File: src/rtl/bitwise_gate_pipe.sv
// bitwise_gate_pipe
//   Reduces N_IN operands of WIDTH bits with a run-time selected bitwise op
//   (AND/OR/XOR/NAND/NOR/XNOR, 6-7 pass operand 0). The result and the op that
//   produced it travel through a STAGES-deep valid/ready register pipeline in
//   which bubbles collapse. Throughput is one result per cycle.
//
// Optional feature macro: GATE_ZERO_STATS_EN
//   When defined, each result carries a zero flag (out_zero). A saturating
//   16-bit counter (zero_cnt) counts output handshakes that have out_zero=1.
//
// Ports
//   clk        in   rising-edge clock
//   rst_n      in   asynchronous active-low reset
//   in_valid   in   operand bundle valid
//   in_ready   out  pipeline can accept this cycle
//   in_data    in   N_IN*WIDTH, operand k at [k*WIDTH +: WIDTH]
//   op         in   3-bit op select
//   out_valid  out  result valid
//   out_ready  in   downstream accepts
//   out_data   out  WIDTH result
//   out_op     out  op captured with the result
//   out_zero   out  (GATE_ZERO_STATS_EN) out_data == 0
//   zero_cnt   out  (GATE_ZERO_STATS_EN) saturating zero-result handshake count

// One pipeline register stage: a valid bit plus a payload. The payload only
// updates when a valid beat moves in, so idle stages do not toggle.
module gate_pipe_stage #(
    parameter int PW = 8
) (
    input  logic          clk,
    input  logic          rst_n,
    input  logic          load,
    input  logic          vld_in,
    input  logic [PW-1:0] pay_in,
    output logic          vld_out,
    output logic [PW-1:0] pay_out
);
    always_ff @(posedge clk or negedge rst_n) begin
        if (!rst_n) begin
            vld_out <= 1'b0;
            pay_out <= '0;
        end else if (load) begin
            vld_out <= vld_in;
            if (vld_in) pay_out <= pay_in;
        end
    end
endmodule

module bitwise_gate_pipe #(
    parameter int WIDTH  = 8,
    parameter int N_IN   = 2,
    parameter int STAGES = 2
) (
    input  logic                  clk,
    input  logic                  rst_n,
    input  logic                  in_valid,
    output logic                  in_ready,
    input  logic [N_IN*WIDTH-1:0] in_data,
    input  logic [2:0]            op,
    output logic                  out_valid,
    input  logic                  out_ready,
    output logic [WIDTH-1:0]      out_data,
    output logic [2:0]            out_op
`ifdef GATE_ZERO_STATS_EN
    ,
    output logic                  out_zero,
    output logic [15:0]           zero_cnt
`endif
);

    // Payload layout: {[zero flag,] op, result}
`ifdef GATE_ZERO_STATS_EN
    localparam int PW = WIDTH + 4;
`else
    localparam int PW = WIDTH + 3;
`endif

    generate
        if (N_IN < 2 || N_IN > 8) begin : g_bad_nin
            $error("bitwise_gate_pipe: N_IN must be 2..8");
        end
        if (STAGES < 1 || STAGES > 4) begin : g_bad_stages
            $error("bitwise_gate_pipe: STAGES must be 1..4");
        end
    endgenerate

    // ------------------------------------------------------------------
    // Combinational reduction
    // ------------------------------------------------------------------
    logic [WIDTH-1:0] red_and, red_or, red_xor, result;

    always_comb begin
        red_and = '1;
        red_or  = '0;
        red_xor = '0;
        for (int k = 0; k < N_IN; k++) begin
            red_and = red_and & in_data[k*WIDTH +: WIDTH];
            red_or  = red_or  | in_data[k*WIDTH +: WIDTH];
            red_xor = red_xor ^ in_data[k*WIDTH +: WIDTH];
        end
        case (op)
            3'd0:    result = red_and;
            3'd1:    result = red_or;
            3'd2:    result = red_xor;
            3'd3:    result = ~red_and;
            3'd4:    result = ~red_or;
            3'd5:    result = ~red_xor;
            default: result = in_data[WIDTH-1:0];
        endcase
    end

    // ------------------------------------------------------------------
    // Pipeline: index 0 is the input side, index STAGES is the output stage
    // ------------------------------------------------------------------
    logic [STAGES:0]         vld_pipe;
    logic [STAGES:0][PW-1:0] pay_pipe;
    logic [STAGES:1]         go;    // stage s hands its beat forward this cycle
    logic [STAGES:1]         load;  // stage s captures from stage s-1

    assign vld_pipe[0] = in_valid;
`ifdef GATE_ZERO_STATS_EN
    assign pay_pipe[0] = {~|result, op, result};
`else
    assign pay_pipe[0] = {op, result};
`endif

    // Ready ripples back from out_ready through the chain so a full pipe
    // that is draining can still accept a new beat in the same cycle. An
    // empty stage always loads, which is what collapses bubbles.
    always_comb begin
        go   = '0;
        load = '0;
        go[STAGES]   = vld_pipe[STAGES] & out_ready;
        load[STAGES] = ~vld_pipe[STAGES] | go[STAGES];
        for (int s = STAGES - 1; s >= 1; s--) begin
            go[s]   = vld_pipe[s] & load[s+1];
            load[s] = ~vld_pipe[s] | go[s];
        end
    end

    genvar gs;
    generate
        for (gs = 1; gs <= STAGES; gs++) begin : g_stage
            gate_pipe_stage #(.PW(PW)) u_stage (
                .clk     (clk),
                .rst_n   (rst_n),
                .load    (load[gs]),
                .vld_in  (vld_pipe[gs-1]),
                .pay_in  (pay_pipe[gs-1]),
                .vld_out (vld_pipe[gs]),
                .pay_out (pay_pipe[gs])
            );
        end
    endgenerate

    assign in_ready  = load[1];
    assign out_valid = vld_pipe[STAGES];
    assign out_data  = pay_pipe[STAGES][WIDTH-1:0];
    assign out_op    = pay_pipe[STAGES][WIDTH +: 3];

`ifdef GATE_ZERO_STATS_EN
    assign out_zero = pay_pipe[STAGES][PW-1];

    always_ff @(posedge clk or negedge rst_n) begin
        if (!rst_n) begin
            zero_cnt <= 16'd0;
        end else if (out_valid && out_ready && out_zero && zero_cnt != 16'hFFFF) begin
            zero_cnt <= zero_cnt + 16'd1;
        end
    end
`endif

endmodule

File: config.mk
export PLATFORM = sky130hd
export DESIGN_NAME = bitwise_gate_pipe
export DESIGN_NICKNAME = d
export VERILOG_FILES = /design/src/rtl/bitwise_gate_pipe.sv
export SDC_FILE = /design/constraint.sdc
export NUM_CORES = 1
export LEC_CHECK = 0
export BUFFER_PORTS_ARGS = -buffer_cell sky130_fd_sc_hd__buf_4
export CORE_MARGIN = 3
export CORE_UTILIZATION = 54
export CTS_BUF_LIST = sky130_fd_sc_hd__clkbuf_16
export DETAILED_ROUTE_END_ITERATION = 6
export HOLD_SLACK_MARGIN = 0.08
export PLACE_DENSITY = 0.86
export RECOVER_POWER = 100
export SYNTH_ARGS = -nofsm -noshare
export SYNTH_HDL_FRONTEND = slang
export SYNTH_SLANG_ARGS = --single-unit
File: constraint.sdc
create_clock -name clk -period 1.3 [get_ports clk]
set_input_delay 0.325 -clock clk [delete_from_list [all_inputs] [get_ports clk]]
set_output_delay 0.325 -clock clk [all_outputs]
set_load 0.05 [all_outputs]
==> results.ini, run 1 <==
[status]
outcome=finished, final reports clean

[timing]
fmax_ghz=0.780
hold_ws_ns=0.282
min_period_over_period_pct=98.6
maxSlewViolCount=0
finClkSkew_ns=0.00709
rsz0062_at_grt=true
final-setup-viol-count=0
period_needed_ns=1.28
worst_pin_slew_ns=0.555
relSlewSlack_pct=63.0
final_hold_viol_count=0

[drt]
wl_met1_um=1440
drtIter0Drc=61
post_drt_wl_per_cell_um=13.9
wirelength_um=3420
drtAntennaViolNets=0
firstDrtPassIters=4
wl_met2_um=1760
dr_wl_met3_um=175
top_layer_used=met4
vias=1395
drc=0
vias_per_cell=5.67

[setup_path]
regToRegSetupSlack_ns=0.06
cp_cell_sequence=nand3b_1, buf_6
crit_type=reg2out
cp-startpoint=g_stage[2].u_stage.vld_out
critPathMaxStageDelay_ns=0.41
cp_max_fo=3
r2r-end=g_stage[2].u_stage.pay_out[2]
critical_path_required_ns=0.98
crit_path_top_delay_cell=dfrtp_2
worst_setup_path_end_kind=output port
arrival_ns=0.96
r2r_start=g_stage[2].u_stage.vld_out
endpoint=in_ready
critPathLaunchType=flop
r2r_cells=4

[clock_tree]
numCtsBuffers=3
cts.path.max_buffers=2
worstSkewPairLatency_ns=0.25
cts_sinks=24
clk_pin_slew_ns=0.06
root_buffer=clkbuf_16
cts_max_level=1
cts_tree=yes

[logic_synthesis]
synth_nets=212
syn_area_um2=1640
synth.avg_cell_area_um2=9.47
yosys_warnings=0
synthDistinctLibCells=25
yosysSeqAreaShare_pct=36.6
synth-seq-cells=24
syn_inst=173

[layout]
layout_commonest_cell=buf_4
finish.utilization_pct=71.6
layout-drive-gt1-share_pct=33.0
area_delta_synth_final_pct=23.5
mostFrequentLayoutCells=buf_4 (31), dfrtp_1 (23), mux2_2 (19)
final_area_um2=2020
fin_nets=255
antenna_cells=0

[power_and_ir_drop]
p_leak_nw=0.995
power.density_nw_per_um2=1300
worst_ir_drop_vdd_mv=0.620

[global_route]
antenna_found_initial=0
grt_max_degree=34
grt_pass1_wl_um=5540
grt_pass1_vias=1336
grt_use_total_pct=19.6
overflow=0

[die]
chipWidth_um=61.1
start_util_pct=57.9
die-area_um2=3730
core_um2=2830
die_y_um=61.1
io_pins=36
num_rows=19

[worst_hold_path]
min_path_cells=2
hold_path.class=in2reg

[placed_design]
gp_congestion=0.755
dpl-instance-area_um2=1970
dpl.hpwl_um=2520
port_buffers=35

[run]
cap_viol_max_count=0

per-layer routing:
metal  global-route usage, %  vias to the layer above
li1                        -                      694
met1                    23.1                      642
met2                    35.3                       53
met3                    2.52                        6
met4                    8.98                        0
met5                       0                        -
critical path, delay by kind of cell, from the launching register on:
kind	cells	cell delay (ns)
and+or+nand+nor	1	0.12
buffers and inverters	1	0.17
DFF	1	0.41
registers in the layout, summed over array words and instances, names as in the netlist:
name                     cells
g_stage.u_stage.pay_out     22
g_stage.u_stage.vld_out      2
how the worst min path moves through the flow:
stage	from	endpoint	slack, ns
final	in_valid	g_stage[1].u_stage.vld_out	0.28
after global routing	in_valid	g_stage[1].u_stage.vld_out	0.28
after CTS	in_valid	g_stage[1].u_stage.vld_out	0.28
after detailed placement	rst_n	g_stage[1].u_stage.pay_out[3]	0.23
after global placement	rst_n	g_stage[2].u_stage.pay_out[3]	0.23
after floorplan	rst_n	g_stage[1].u_stage.pay_out[0]	0.03
power breakdown:
part	internal, mW	switching, mW
logic	0.344	0.641
registers	0.904	0.0882
clock network	0.410	0.238
cell usage after synthesis:
cell type | count | area (um^2)
a211oi_1 | 4 | 30.0
a22o_1 | 4 | 35.0
a22oi_1 | 4 | 30.0
a31oi_1 | 4 | 25.0
and2_1 | 1 | 6.26
buf_2 | 6 | 30.0
buf_6 | 1 | 11.3
buf_8 | 1 | 15.0
clkbuf_4 | 1 | 7.51
clkinv_1 | 1 | 3.75
dfrtp_1 | 24 | 601
ha_1 | 16 | 200
inv_1 | 17 | 63.8
mux2_2 | 19 | 214
nand2_1 | 16 | 60.1
nand2b_1 | 11 | 68.8
nand3_1 | 4 | 20.0
nand3b_1 | 1 | 7.51
nor2_1 | 8 | 30.0
nor3_1 | 3 | 15.0
nor3_2 | 1 | 10.0
o211ai_1 | 8 | 60.1
o21ai_0 | 13 | 65.1
o21ai_1 | 1 | 5.00
o22ai_1 | 4 | 25.0
per-stage QoR:
step	setup slack (ns)	setup TNS (ns)	cells	power, mW
final	0.0183	0	246	2.62
after global routing	-0.0174	-0.0800	246	2.75
after CTS	0.00837	0	246	2.71
after detailed placement	-0.226	-1.16	240	2.05
after global placement	-0.128	-0.779	240	2.00
after floorplan	-0.419	-4.00	173	1.70
layout make-up:
class	count	area [um^2]
clock inverters	1	3.75
inverters	18	67.6
fillers	212	805
well taps	31	38.8
flip-flops and latches	24	602
repair buffers	47	323
clock buffers	3	75.1
multi-input cells	122	915
cells by family after synthesis:
| family | count (synthesis) | share of synthesized area [%] |
|---|---|---|
| AO/OA/AOI/OAI | 42 | 16.8 |
| adder cells (fa/ha/maj) | 16 | 12.2 |
| buffers and inverters | 27 | 8.01 |
| flip-flops | 24 | 36.6 |
| multiplexers | 19 | 13.1 |
| AND/OR/NAND/NOR | 45 | 13.3 |
timing repair:
item,in CTS,in global routing
setup endpoints to repair,1,4
resized for setup,1,3
endpoints found under the hold margin,24,0
setup buffers,1,0
cloned,0,0
hold buffers,1,0
pin swaps,0,2
Note: power is estimated with default switching activity, not from simulation.
==> inputs of run 2 (changes only) <==
==> constraint.sdc (replaced) <==
create_clock -name clk -period 1.3 [get_ports clk]
set_input_delay 0 -clock clk [delete_from_list [all_inputs] [get_ports clk]]
set_output_delay 0 -clock clk [all_outputs]
set_load 0.05 [all_outputs]
==> results.ini, run 2 (synthesis results as in run 1) <==
[global_route]
grt_max_degree=34
grt_use_total_pct=18.9
grt_pass1_vias=1334
antenna_found_initial=0
overflow=0
grt_pass1_wl_um=5460

[setup_path]
critical_path_required_ns=1.47
cp_max_fo=7
arrival_ns=1.39
critPathLaunchType=flop
crit_type=reg2reg
worst_setup_path_end_kind=flop

[clock_tree]
cts.path.max_buffers=2
numCtsBuffers=3
cts_max_level=1
root_buffer=clkbuf_16
post_cts_buffers=0
worstSkewPairLatency_ns=0.25
cts_tree=yes
cts_sinks=24
clk_pin_slew_ns=0.06

[layout]
largest_reg_flops=22
layout-drive-gt1-share_pct=25.7
mostFrequentLayoutCells=dfrtp_1 (23), buf_4 (22), mux2_2 (19)
final_area_um2=2000
layout_commonest_cell=dfrtp_1
area_delta_synth_final_pct=21.8
antenna_cells=0
regMostFlops=g_stage.u_stage.pay_out
fin_nets=250
top_regs=g_stage.u_stage.pay_out x22, g_stage.u_stage.vld_out x2

[drt]
drtAntennaViolNets=0
wirelength_um=3510
firstDrtPassIters=4
drc=0
post_drt_wl_per_cell_um=14.6
vias=1387
vias_per_cell=5.76
drtIter0Drc=30

[die]
die-area_um2=3730
die_y_um=61.1
core_um2=2830
io_pins=36
chipWidth_um=61.1
start_util_pct=57.9
num_rows=19

[status]
outcome=finished, final reports clean

[timing]
final_hold_viol_count=0
relSlewSlack_pct=58.5
rsz0062_at_grt=false
min_period_over_period_pct=94.3
period_needed_ns=1.23
maxSlewViolCount=0
fmax_ghz=0.816
finClkSkew_ns=0.000671
worst_pin_slew_ns=0.626
final-setup-viol-count=0
hold_ws_ns=0.0906

[placed_design]
dpl.hpwl_um=2490
gp_congestion=0.737
dpl-instance-area_um2=1910
port_buffers=35

[power_and_ir_drop]
power.density_nw_per_um2=1310
p_leak_nw=0.944
worst_ir_drop_vdd_mv=0.667

[run]
cap_viol_max_count=0

[worst_hold_path]
hold_path.class=in2reg

## run 2: final timing paths
| check | startpoint | endpoint | slack, ns | depth (start not counted) |
|---|---|---|---|---|
| min in group asynchronous | rst_n | g_stage[2].u_stage.pay_out[3] | 0.28 | 2 |
| worst min register to register | g_stage[1].u_stage.pay_out[8] | g_stage[1].u_stage.pay_out[8] | 0.49 | 2 |
| worst max register to register | g_stage[2].u_stage.vld_out | g_stage[1].u_stage.pay_out[6] | 0.07 | 4 |
| max in group asynchronous | rst_n | g_stage[2].u_stage.vld_out | 0.61 | 2 |
| worst min-delay path | in_data[4] | g_stage[1].u_stage.pay_out[4] | 0.09 | 3 |
| worst max-delay path | g_stage[2].u_stage.vld_out | g_stage[1].u_stage.pay_out[6] | 0.07 | 4 |
## run 2: critical path: stages, from the launching register on
cell and delay, ns:
dfrtp_2 0.41, nand3b_1 0.23, and2_4 0.25, o21ai_0 0.08
o21ai_0 0.16
## run 2: final cells by class
class                      instances  area (um^2)
sequential                        24          602
inverter                          18         67.6
multi-input combinational        123          926
timing repair buffer              41          283
fill                             227          833
clock inverter                     1         3.75
clock buffer                       3         75.1
tap                               31         38.8
## run 2: report_power, final
group	switching, mW	total [mW]	internal (mW)
Sequential	0.0860	0.990	0.904
Combinational	0.650	0.964	0.314
Clock	0.241	0.651	0.410
## run 2: what timing repair did
item,4_1_cts,5_1_grt
hold endpoints to repair,27,0
hold buffers,4,0
endpoints found under the setup margin,0,14
gates resized for setup,0,10
## run 2: routing by layer
layer | track usage, % | vias to the layer above | part of all wire (%)
met5 | 0 | - | 0
met4 | 8.05 | 0 | 0.97
met3 | 1.47 | 4 | 5.6
met2 | 32.9 | 55 | 51
met1 | 23.9 | 647 | 42
li1 | - | 681 | -
## run 2: per-stage QoR
stage	power [mW]	cells	setup TNS [ns]	util [%]	setup WS, ns
after floorplan	1.70	173	-3.98	-	-0.419
after global placement	1.98	232	0	67.4	0.185
after detailed placement	2.03	232	0	67.4	0.119
after CTS	2.69	240	0	71.6	0.0363
after global routing	2.72	241	0	70.5	0.0275
final	2.60	241	0	70.5	0.0740
